### src/rtl/fetch_pc_unit.sv
// fetch_pc_unit: PC register, single-outstanding instruction fetch, one-entry stall buffer.
// Define FETCH_SCAN_EN to add the cycle counter and per-cycle scan print.
module fetch_pc_unit #(
   parameter int CORE            = 0,
   parameter int DATA_WIDTH      = 32,
   parameter int ADDRESS_BITS    = 20,
   parameter int SCAN_CYCLES_MIN = 0,
   parameter int SCAN_CYCLES_MAX = 1000
) (
   input  logic                    clock,
   input  logic                    reset,
   input  logic                    start,
   input  logic [ADDRESS_BITS-1:0] program_address,
   input  logic [1:0]              next_PC_sel,
   input  logic [ADDRESS_BITS-1:0] target_PC,
   input  logic                    i_mem_read,
   output logic                    instruction_read,
   output logic [ADDRESS_BITS-1:0] instruction_read_address,
   input  logic                    instruction_ready,
   input  logic [DATA_WIDTH-1:0]   instruction_in,
   input  logic                    instruction_valid,
   output logic [DATA_WIDTH-1:0]   instruction_decode,
   output logic [ADDRESS_BITS-1:0] inst_PC_decode,
   output logic                    fetch_valid,
   output logic                    i_mem_hazard,
   input  logic                    scan
);
   localparam logic [DATA_WIDTH-1:0] NOP = DATA_WIDTH'(32'h00000013);

   typedef enum logic [1:0] {IDLE, ISSUE, WAIT, REDIRECT_WAIT} state_t;

   state_t                  r_state, w_next;
   logic [ADDRESS_BITS-1:0] r_pc, r_buf_pc, r_dec_pc;
   logic [DATA_WIDTH-1:0]   r_buf_inst, r_dec_inst;
   logic                    r_buf_valid, r_fetch_valid;
   logic                    w_redirect, w_accept, w_resp, w_deliver_resp, w_deliver_buf, w_capture;

   assign w_redirect     = r_state != IDLE && next_PC_sel == 2'b10;
   assign w_accept       = instruction_read && instruction_ready;
   assign w_resp         = r_state == WAIT && instruction_valid;
   assign w_deliver_resp = w_resp && !w_redirect && i_mem_read;
   assign w_capture      = w_resp && !w_redirect && !i_mem_read;
   assign w_deliver_buf  = r_buf_valid && !w_redirect && i_mem_read;

   // State register
   always_ff @(posedge clock or posedge reset)
      if (reset) r_state <= IDLE;
      else r_state <= w_next;

   // Next state: a redirect with a request in flight must swallow its response first
   always_comb begin
      w_next = r_state;
      case (r_state)
         IDLE:          w_next = start ? ISSUE : IDLE;
         ISSUE:         w_next = w_accept ? (w_redirect ? REDIRECT_WAIT : WAIT) : ISSUE;
         WAIT:          w_next = instruction_valid ? ISSUE : (w_redirect ? REDIRECT_WAIT : WAIT);
         REDIRECT_WAIT: w_next = instruction_valid ? ISSUE : REDIRECT_WAIT;
         default:       w_next = IDLE;
      endcase
   end

   // Outputs: request only while the buffer has room; decode shows NOP on bubbles
   always_comb begin
      instruction_read         = r_state == ISSUE && !r_buf_valid;
      instruction_read_address = instruction_read ? r_pc : '0;
      instruction_decode       = r_fetch_valid ? r_dec_inst : NOP;
      inst_PC_decode           = r_dec_pc;
      fetch_valid              = r_fetch_valid;
      i_mem_hazard             = r_state != ISSUE || !instruction_ready || !r_fetch_valid;
   end

   // PC, stall buffer and registered decode stage
   always_ff @(posedge clock or posedge reset)
      if (reset) begin
         r_pc          <= '0;
         r_buf_valid   <= 1'b0;
         r_buf_inst    <= NOP;
         r_buf_pc      <= '0;
         r_dec_inst    <= NOP;
         r_dec_pc      <= '0;
         r_fetch_valid <= 1'b0;
      end else begin
         if (w_redirect) r_pc <= target_PC;
         else if (r_state == IDLE && start) r_pc <= program_address;
         else if (w_resp && next_PC_sel == 2'b00) r_pc <= r_pc + ADDRESS_BITS'(4);
         if (w_redirect) r_buf_valid <= 1'b0;
         else if (w_capture) begin
            r_buf_valid <= 1'b1;
            r_buf_inst  <= instruction_in;
            r_buf_pc    <= r_pc;
         end else if (w_deliver_buf) r_buf_valid <= 1'b0;
         r_fetch_valid <= w_deliver_resp || w_deliver_buf;
         if (w_deliver_resp) begin
            r_dec_inst <= instruction_in;
            r_dec_pc   <= r_pc;
         end else if (w_deliver_buf) begin
            r_dec_inst <= r_buf_inst;
            r_dec_pc   <= r_buf_pc;
         end
      end

`ifdef FETCH_SCAN_EN
   logic [31:0] r_cycles;

   // Free-running cycle count that bounds the scan print window
   always_ff @(posedge clock or posedge reset)
      if (reset) r_cycles <= '0;
      else r_cycles <= r_cycles + 32'd1;

   // Per-cycle trace of the fetch state while scan is enabled
   always_ff @(posedge clock)
      if (scan && r_cycles >= 32'(SCAN_CYCLES_MIN) && r_cycles <= 32'(SCAN_CYCLES_MAX))
         $display("core %0d fetch: cycle %0d state %0d pc %h sel %b target %h buf %0b hazard %0b",
                  CORE, r_cycles, r_state, r_pc, next_PC_sel, target_PC, r_buf_valid, i_mem_hazard);
`else
   logic w_unused;
   assign w_unused = scan ^ ((CORE + SCAN_CYCLES_MIN + SCAN_CYCLES_MAX) > 0);
`endif
endmodule
### config.mk
export PLATFORM = sky130hd
export DESIGN_NAME = fetch_pc_unit
export DESIGN_NICKNAME = d
export VERILOG_FILES = /design/src/rtl/fetch_pc_unit.sv
export SDC_FILE = /design/constraint.sdc
export NUM_CORES = 1
export LEC_CHECK = 0
export BUFFER_PORTS_ARGS = -buffer_cell sky130_fd_sc_hd__buf_2
export CORE_MARGIN = 2
export CORE_UTILIZATION = 35
export CTS_CLUSTER_DIAMETER = 30
export CTS_CLUSTER_SIZE = 10
export DETAILED_ROUTE_END_ITERATION = 6
export PLACE_DENSITY_LB_ADDON = 0.15
export SKIP_CTS_REPAIR_TIMING = 1
export SLEW_MARGIN = 20
export SYNTH_ARGS = -nofsm -noshare
export SYNTH_HDL_FRONTEND = slang
export SYNTH_SLANG_ARGS = --single-unit
### constraint.sdc
create_clock -name clock -period 6 [get_ports clock]
set_input_delay 1.2 -clock clock [delete_from_list [all_inputs] [get_ports clock]]
set_output_delay 1.2 -clock clock [all_outputs]
set_load 0.02 [all_outputs]
# Yosys cells after proc, flatten, opt, wreduce, memory -nomap -nowiden
# Index checks and enable logic that the tools add are counted.
# classes
eq_ne	5
bitwise	1
mux	18
n_reduce_logical	26
addsub	1
# op_table
cell	count
$mux 20	6
$mux 32	3
$add 20x3->20 const B	1
$logic_and 1x1->1	11
$pmux 2 s4	1
$eq 2x2->1 const B	3
$mux 2	3
$reduce_bool 3->1	2
$logic_not 1->1	5
$mux 1	5
$logic_not 2->1	2
$reduce_bool 2->1	2
$logic_or 1x1->1	3
$eq 2x1->1 const B	1
$ne 2x1->1 const B	1
$reduce_and 2->1	1
$not 1->1	1
# word_totals
reg_bits	128
elab_cells	59
in_bits	81
output_inout_bits	75

# Depth between registers and ports, before layout
# Gate-level depths: netlist of the first run.
# logic_depth
ltp_word	8
mapped_depth	8
mapped_depth_nobuf	6

# Worst setup path after synthesis of the first run
# OpenSTA, ideal clock, no wires.
# synth_timing
kind	in2out
startpoint	input instruction_ready
endpoint	output i_mem_hazard
path_slack_ps	3381
stages	1
arrival_time_ps	1419
required_time_ps	4800
path_buffers	0
path_cell_list	nand4_1
# synth_between
elab_chain_cells	3
# synth_rtl
item	line	rtl
start, declared	19	input logic instruction_ready,
$logic_not 1->1	69	i_mem_hazard = r_state != ISSUE || !instruction_ready || !r_fetch_valid;
$logic_or 1x1->1 (2 in a row)	69	
end, declared	25	output logic i_mem_hazard,
# No other way between the ends.

# Worst setup path after layout of the first run
# layout_timing
startpoint	input next_PC_sel[0]
endpoint	register r_buf_inst[7]
# layout_between
elab_chain_cells	6
elab_cells_between_ends	7
cone_classes	1 x eq/ne; 1 x bitwise; 5 x reduce/logical
# layout_rtl
item	line	rtl
start, declared	14	input logic [1:0] next_PC_sel,
$eq 2x2->1 (*)	38	assign w_redirect = r_state != IDLE && next_PC_sel == 2'b10;
$logic_and 1x1->1 (*)	38	
$logic_not 1->1	42	assign w_capture = w_resp && !w_redirect && !i_mem_read;
$logic_and 1x1->1 (2 in a row)	42	
$reduce_and 2->1 (no source line) (*)	n/a	
end signal, assigned	89	r_buf_inst <= instruction_in;
end, declared	34	logic [DATA_WIDTH-1:0] r_buf_inst, r_dec_inst;
# Every way passes the cells marked *; elsewhere a longest branch is shown, timed or not.
# A chain may end at the register's enable or synchronous reset.

==> metrics.md, run 1 <==
| Metric | Value |
|---|---|
| Outcome | `finished clean` |
| # rows | `49` |
| HP Class | `flop to flop` |
| # diodes | `0` |
| Initial antenna violation count | `0` |
| Cell taking the most area after synthesis | `dfrtp_1` |
| DRC | `0` |
| Worst-path cell chain | `buf_2, nand2b_1, nand3_4, nor2_4, buf_12, mux2_1` |
| Worst-path fanout max | `54` |
| Slowest stage delay, CP | `840 ps` |
| H-tree depth | `4` |
| Top delay family on crit path | `simple AND/OR/NAND/NOR gates` |
| Setup_tns | `0 ps` |
| CTS clk-pin slew, worst paths | `50 ps` |
| Share of flip-flops with an asynchronous set or reset | `100%` |
| Crit path time final | `3560 ps` |
| R2R cell count | `5` |
| Worst Tran Pin Value | `1040 ps` |
| TritonRoute pass-1 iters | `5` |
| Area Overhead vs Synth | `22.6%` |
| Hold Path Origin | `r_dec_inst[4]` |
| Hold depth | `2` |
| Pin count of the biggest net entering global routing | `106` |
| Slew Viols, Final | `0` |
| Max-cap violations | `0` |
| Iteration-0 DRC Markers | `264` |
| Overall Power | `3.93 mW` |
| Commonest cells after routing, fill and taps aside | `154 x buf_2, 121 x dfrtp_1, 75 x nand2_1, 64 x o21ai_1, 60 x o22ai_1` |
| Cell variety after synth | `60` |
| Num CTS Buffers | `17` |
| Area contributors post-synth | `dfrtp_1 48%, mux2_1 9.2%, o22ai_1 5.9%` |
| Vias per inst | `~5.2` |
| Die area | `19,200 um^2` |
| Crit path kind | `input port to flop` |
| Critical path buffers and inverters | `2` |
| Max clock buf depth | `2` |
| Share of the synthesized area in the top cell type | `between 40% and 50%` |
| Crit end category | `flop` |
| Post-synthesis cell area | `6340 um^2` |
| Worst slack, placed | `1900 ps` |
| Most common cell after layout, fill and taps aside | `buf_2` |
| R2r endpoint | `r_buf_inst[7]` |
| Fin Clk Skew | `7.38 ps` |
| RSZ-0062 raised after global routing | `no` |
| Number of global-route vias before repair | `5,041` |
| Detailed placement HPWL | `10,900 um` |
| Nets | `820` |
| Remaining antenna violation count | `0` |
| Max transition margin | `30.6%` |
| Routed via count | `5,100` |
| Cell count after synthesis | `608` |
| Leakage | `3.60 nW` |
| Req. time, crit path | `6290 ps` |
| Data arrival, critical path | `3850 ps` |
| Reg2reg setup slack | `2870 ps` |
| Routed WL | `approximately 17,000 um` |
| Sequential area share after synthesis | `50.6%` |
| Worst Hold End | `r_dec_inst[4]` |
| CTS tree | `done` |
| Total grt overflow | `0` |
| Die X-Extent | `139 um` |
| Syn Nets | `~700` |
| Root Buffer | `clkbuf_16` |
| Reg2reg start | `r_state[1]` |
| Syn avg cell area | `10.4 um^2` |
| DIE HEIGHT | `139 um` |
| # setup viols final | `0` |
| First-pass GRT wire length | `27,200 um` |
| Core area | `17,900 um^2` |
| Share of layout cells above drive strength 1 | `between 20% and 30%` |
| Max Clock Freq | `~280 MHz` |
| Port bufs | `154` |
| Wire length per cell | `17.0 um` |
| Yosys warning total | `0` |
| Initial core utilization | `a little over a third` |
| Power density cells | `a little over 500 nW/um^2` |
| Setup crit start kind | `input port` |
| Hold Vio Cnt, Final | `0` |
| Total track usage | `17.7%` |
| # IOs | `156` |
| Final worst slack | `2440 ps` |
| CTS Sinks | `around 130` |
| Final Cycle Share | `59.3%` |
| Clock Latency Late Sink | `410 ps` |
| Max VDD drop | `0.208 mV` |
| Post-synth EDFFs | `0` |
| Yosys reg bits | `roughly 130` |
| Routability cong. | `0.831` |
| Final Core Density | `43.4%` |
| Slowest stage cell on the critical path | `nor2_4` |
| Ys flop type | `dfrtp_1` |
-- power breakdown --
| part | internal (mW) | switching [mW] | total [mW] |
|---|---|---|---|
| Sequential | 1.26 | 0.312 | 1.57 |
| Combinational | 0.521 | 0.755 | 1.28 |
| Clock | 0.707 | 0.374 | 1.08 |
| Total | 2.48 | 1.44 | 3.93 |
-- flip-flops by register name (all words and copies together) (netlist names) --
| register | cells |
|---|---|
| r_buf_valid | 1 |
| inst_PC_decode | 20 |
| r_buf_inst | 32 |
| r_state | 2 |
| r_pc | 20 |
| fetch_valid | 1 |
| r_dec_inst | 32 |
| r_buf_pc | 20 |
-- worst reg2reg max path: cells and delay by family (launching register included) --
kind	cells	cell delay [ps]
simple gates	3	1720
flops	1	610
buf+inv	1	310
mux	1	370
-- logic make-up after synthesis --
kind of cell | Yosys count | synth area share, %
muxes | 52 | 9.23
AOI/OAI and AO/OA | 184 | 18.0
buffers and inverters | 55 | 5.44
adders and majority gates | 1 | 0.197
xor gates and xnor gates | 6 | 0.828
DFF | 128 | 50.6
and+or+nand+nor | 182 | 15.7
-- cell usage after synthesis, drive strengths merged (5+ instances only) --
master / number
dfrtp: 122
nand2: 75
o21ai: 69
o22ai: 60
mux2: 52
and2: 49
buf: 32
a21oi: 23
clkbuf: 16
nor2: 16
nor3: 9
inv: 7
a211oi: 6
dfstp: 6
nand3: 6
a221o: 5
-- metrics by stage --
stage,instances,hold slack [ps],cell area (um^2)
after global routing,980,477,7780
after floorplan,608,441,6340
after global placement,948,451,7140
after detailed placement,948,454,7140
final,980,462,7780
after CTS,980,462,7770
-- routing by layer --
layer | track usage [%] | share of wire [%]
met1 | 24.5 | 47
met2 | 27.4 | 46
met3 | 4.18 | 5.8
met4 | 5.74 | 0.97
met5 | 0 | 0
-- how the worst max path moves through the flow --
stage | endpoint | cells after the start | startpoint
2_1_floorplan | fetch_valid | 1 | reset
3_3_place_gp | r_buf_inst[10] | 6 | next_PC_sel[0]
3_5_place_dp | r_buf_inst[7] | 6 | next_PC_sel[0]
4_1_cts | instruction_read_address[7] | 4 | r_state[0]
5_1_grt | r_buf_pc[13] | 6 | next_PC_sel[0]
6_report | r_buf_inst[7] | 6 | next_PC_sel[0]
-- layout make-up --
cell class                 instances  area, um^2
fill                            1732       10100
sequential                       128        3210
multi-input combinational        425        2800
timing repair buffer             159         821
clock buffer                      23         498
tap                              229         287
clock inverter                     9         129
inverter                           7        31.3
No activity file was read; power rests on OpenSTA's default activity.
==> run 2, diff against run 1 <==
==> constraint.sdc (replaced) <==
create_clock -name clock -period 3.27 [get_ports clock]
set_input_delay 0.654 -clock clock [delete_from_list [all_inputs] [get_ports clock]]
set_output_delay 0.654 -clock clock [all_outputs]
set_load 0.02 [all_outputs]
==> run 2 against run 1 <==
  * Via count grew 0.27%
  * Die area unchanged
  * Sequential share of layout area shrank 0.35 points
  * Non-clock buffer count is 6 higher
  * Clock skew rose by 3.3 ps
  * First-iteration DRC count decreased by 5.7%
  * Clock power increased by 81%
  * Critical path type is now flop to output port
  * Critical endpoint is now instruction_read_address[19]
  * Highest routed layer unchanged
==> metrics.md, run 2 (synthesized netlist as in run 1, its figures left out) <==
| Metric | Value |
|---|---|
| Pin count of the biggest net entering global routing | `129 (was 106)` |
| Total track usage | `17.9% (was 17.7%)` |
| Share of layout cells above drive strength 1 | `29.6% (was 29.3%)` |
| TritonRoute pass-1 iters | `4 (was 5)` |
| Crit path kind | `flop to output port (was input port to flop)` |
| Number of global-route vias before repair | `5,294 (was 5,041)` |
| CTS clk-pin slew, worst paths | `60 ps (was 50 ps)` |
| H-tree depth | `4 (unchanged)` |
| Fin Clk Skew | `10.6 ps (was 7.38 ps)` |
| Crit end category | `output port (was flop)` |
| DIE HEIGHT | `139 um (unchanged)` |
| Total grt overflow | `0 (unchanged)` |
| Data arrival, critical path | `2210 ps (was 3850 ps)` |
| RSZ-0062 raised after global routing | `no (unchanged)` |
| Core area | `17,900 um^2 (unchanged)` |
| Max-cap violations | `0 (unchanged)` |
| Routed WL | `17,000 um (was 16,700 um)` |
| Port bufs | `154 (unchanged)` |
| CTS Sinks | `128 (unchanged)` |
| Initial antenna violation count | `0 (unchanged)` |
| Die area | `19,200 um^2 (unchanged)` |
| Clock Latency Late Sink | `410 ps (about the same)` |
| # rows | `49 (unchanged)` |
| Num CTS Buffers | `17 (unchanged)` |
| # IOs | `156 (unchanged)` |
| Placed insts | `954 (was 948)` |
| Routability cong. | `0.837 (was 0.831)` |
| DRC | `0 (unchanged)` |
| # diodes | `0 (unchanged)` |
| Critical path buffers and inverters | `3 (was 2)` |
| CTS tree | `done (unchanged)` |
| Leakage | `3.63 nW (was 3.60 nW)` |
| Slowest stage cell on the critical path | `dfrtp_1 (was nor2_4)` |
| Reg2reg setup slack | `1280 ps (was 2870 ps)` |
| Remaining antenna violation count | `0 (unchanged)` |
| Max clock buf depth | `2 (unchanged)` |
| Vias per inst | `5.19 (was 5.20)` |
| Initial core utilization | `35.4% (unchanged)` |
| Setup crit start kind | `flop (was input port)` |
| Worst Tran Pin Value | `807 ps (was 1040 ps)` |
| Nets | `826 (was 820)` |
| Commonest cells after routing, fill and taps aside | `154 x buf_2, 122 x dfrtp_1, 75 x nand2_1, 64 x o21ai_1, 60 x o22ai_1 (was 154 x buf_2, 121 x dfrtp_1, 75 x nand2_1, 64 x o21ai_1, 60 x o22ai_1)` |
| Max transition margin | `46.0% (was 30.6%)` |
| Final instance area | `7840 um^2 (was 7780 um^2)` |
| Outcome | `finished clean (unchanged)` |
| Iteration-0 DRC Markers | `249 (was 264)` |
| Power density cells | `921 nW/um^2 (was 505 nW/um^2)` |
| Detailed placement HPWL | `11,100 um (was 10,900 um)` |
| First-pass GRT wire length | `27,700 um (was 27,200 um)` |
| Die X-Extent | `139 um (unchanged)` |
| Setup_tns | `0 ps (unchanged)` |
| Hold Vio Cnt, Final | `0 (unchanged)` |
| Routed via count | `5,114 (was 5,100)` |
| Slowest stage delay, CP | `540 ps (was 840 ps)` |
| Max VDD drop | `0.399 mV (was 0.208 mV)` |
| Placed cell area | `7220 um^2 (was 7140 um^2)` |
| Worst-path fanout max | `13 (was 54)` |
| Post-Layout Cell Count | `985 (was 980)` |
| Worst-path cell chain | `inv_2, nor3_2, buf_4, and2_1, buf_2 (was buf_2, nand2b_1, nand3_4, nor2_4, buf_12, mux2_1)` |
| Crit path time final | `approximately 2900 ps` |
| Top delay family on crit path | `simple AND/OR/NAND/NOR gates (unchanged)` |
| Wire length per cell | `17.3 um (was 17.0 um)` |
| Most common cell after layout, fill and taps aside | `buf_2 (unchanged)` |
| HP Class | `input port to async pin (was flop to flop)` |
| Area Overhead vs Synth | `23.6% (was 22.6%)` |
| Req. time, crit path | `2620 ps (was 6290 ps)` |
| Max Clock Freq | `349 MHz` |
| Top Registers | `r_buf_inst: 32 flops, r_dec_inst: 32 flops (unchanged)` |
| Slew Viols, Final | `0 (unchanged)` |
| Root Buffer | `clkbuf_16 (unchanged)` |
| Final Cycle Share | `between 80% and 90%` |
| # setup viols final | `0 (unchanged)` |
[run 2: worst register-to-register path: cells and delay by family (launching register included)]
| kind | cells | cell delay [ps] |
|---|---|---|
| compound gates | 4 | 890 |
| buf+inv | 1 | 240 |
| flops | 1 | 600 |
| simple gates | 1 | 100 |
[run 2: worst paths after layout]
kind,startpoint,end,cells after the start
worst max-delay path,r_state[0],instruction_read_address[19],5
worst min-delay path,reset,inst_PC_decode[18],3
worst min register to register,r_dec_inst[4],r_dec_inst[4],2
worst max register to register,r_state[1],r_pc[7],6
min in group clock,target_PC[1],r_pc[1],3
max in group asynchronous,reset,inst_PC_decode[7],3
[run 2: metal layers]
layer	vias to the layer above	wire [um]	share of wire (%)	GRT usage, %
li1	2476	-	-	-
met1	2472	8190	48	25.3
met2	158	7760	46	28.1
met3	8	944	5.6	4.21
met4	0	112	0.66	4.09
met5	-	0	0	0
[run 2: report_power, final]
part           leakage, nW  switching (mW)  internal, mW
registers             1.61           0.571          2.31
clock network        0.294           0.684          1.27
logic                 1.72            1.41         0.982
[run 2: per-stage QoR]
stage               hold WS (ps)  total power, mW  util (%)  setup slack [ps]
floorplan                    441             4.55         -              1040
global placement             451             5.19      40.4               886
detailed placement           461             5.31      40.4               832
CTS                          436             7.31      43.8               381
global route                 441             7.72      43.8               259
finish                       455             7.22      43.8               408
[run 2: final cells by class]
type                    count  area (um^2)
clock buffers              22          484
clock inverters             9          131
fillers                  1785        10100
inverters                   7         30.0
multi-input cells         425         2790
flip-flops and latches    128         3210
well taps                 229          287
repair buffers            165          903
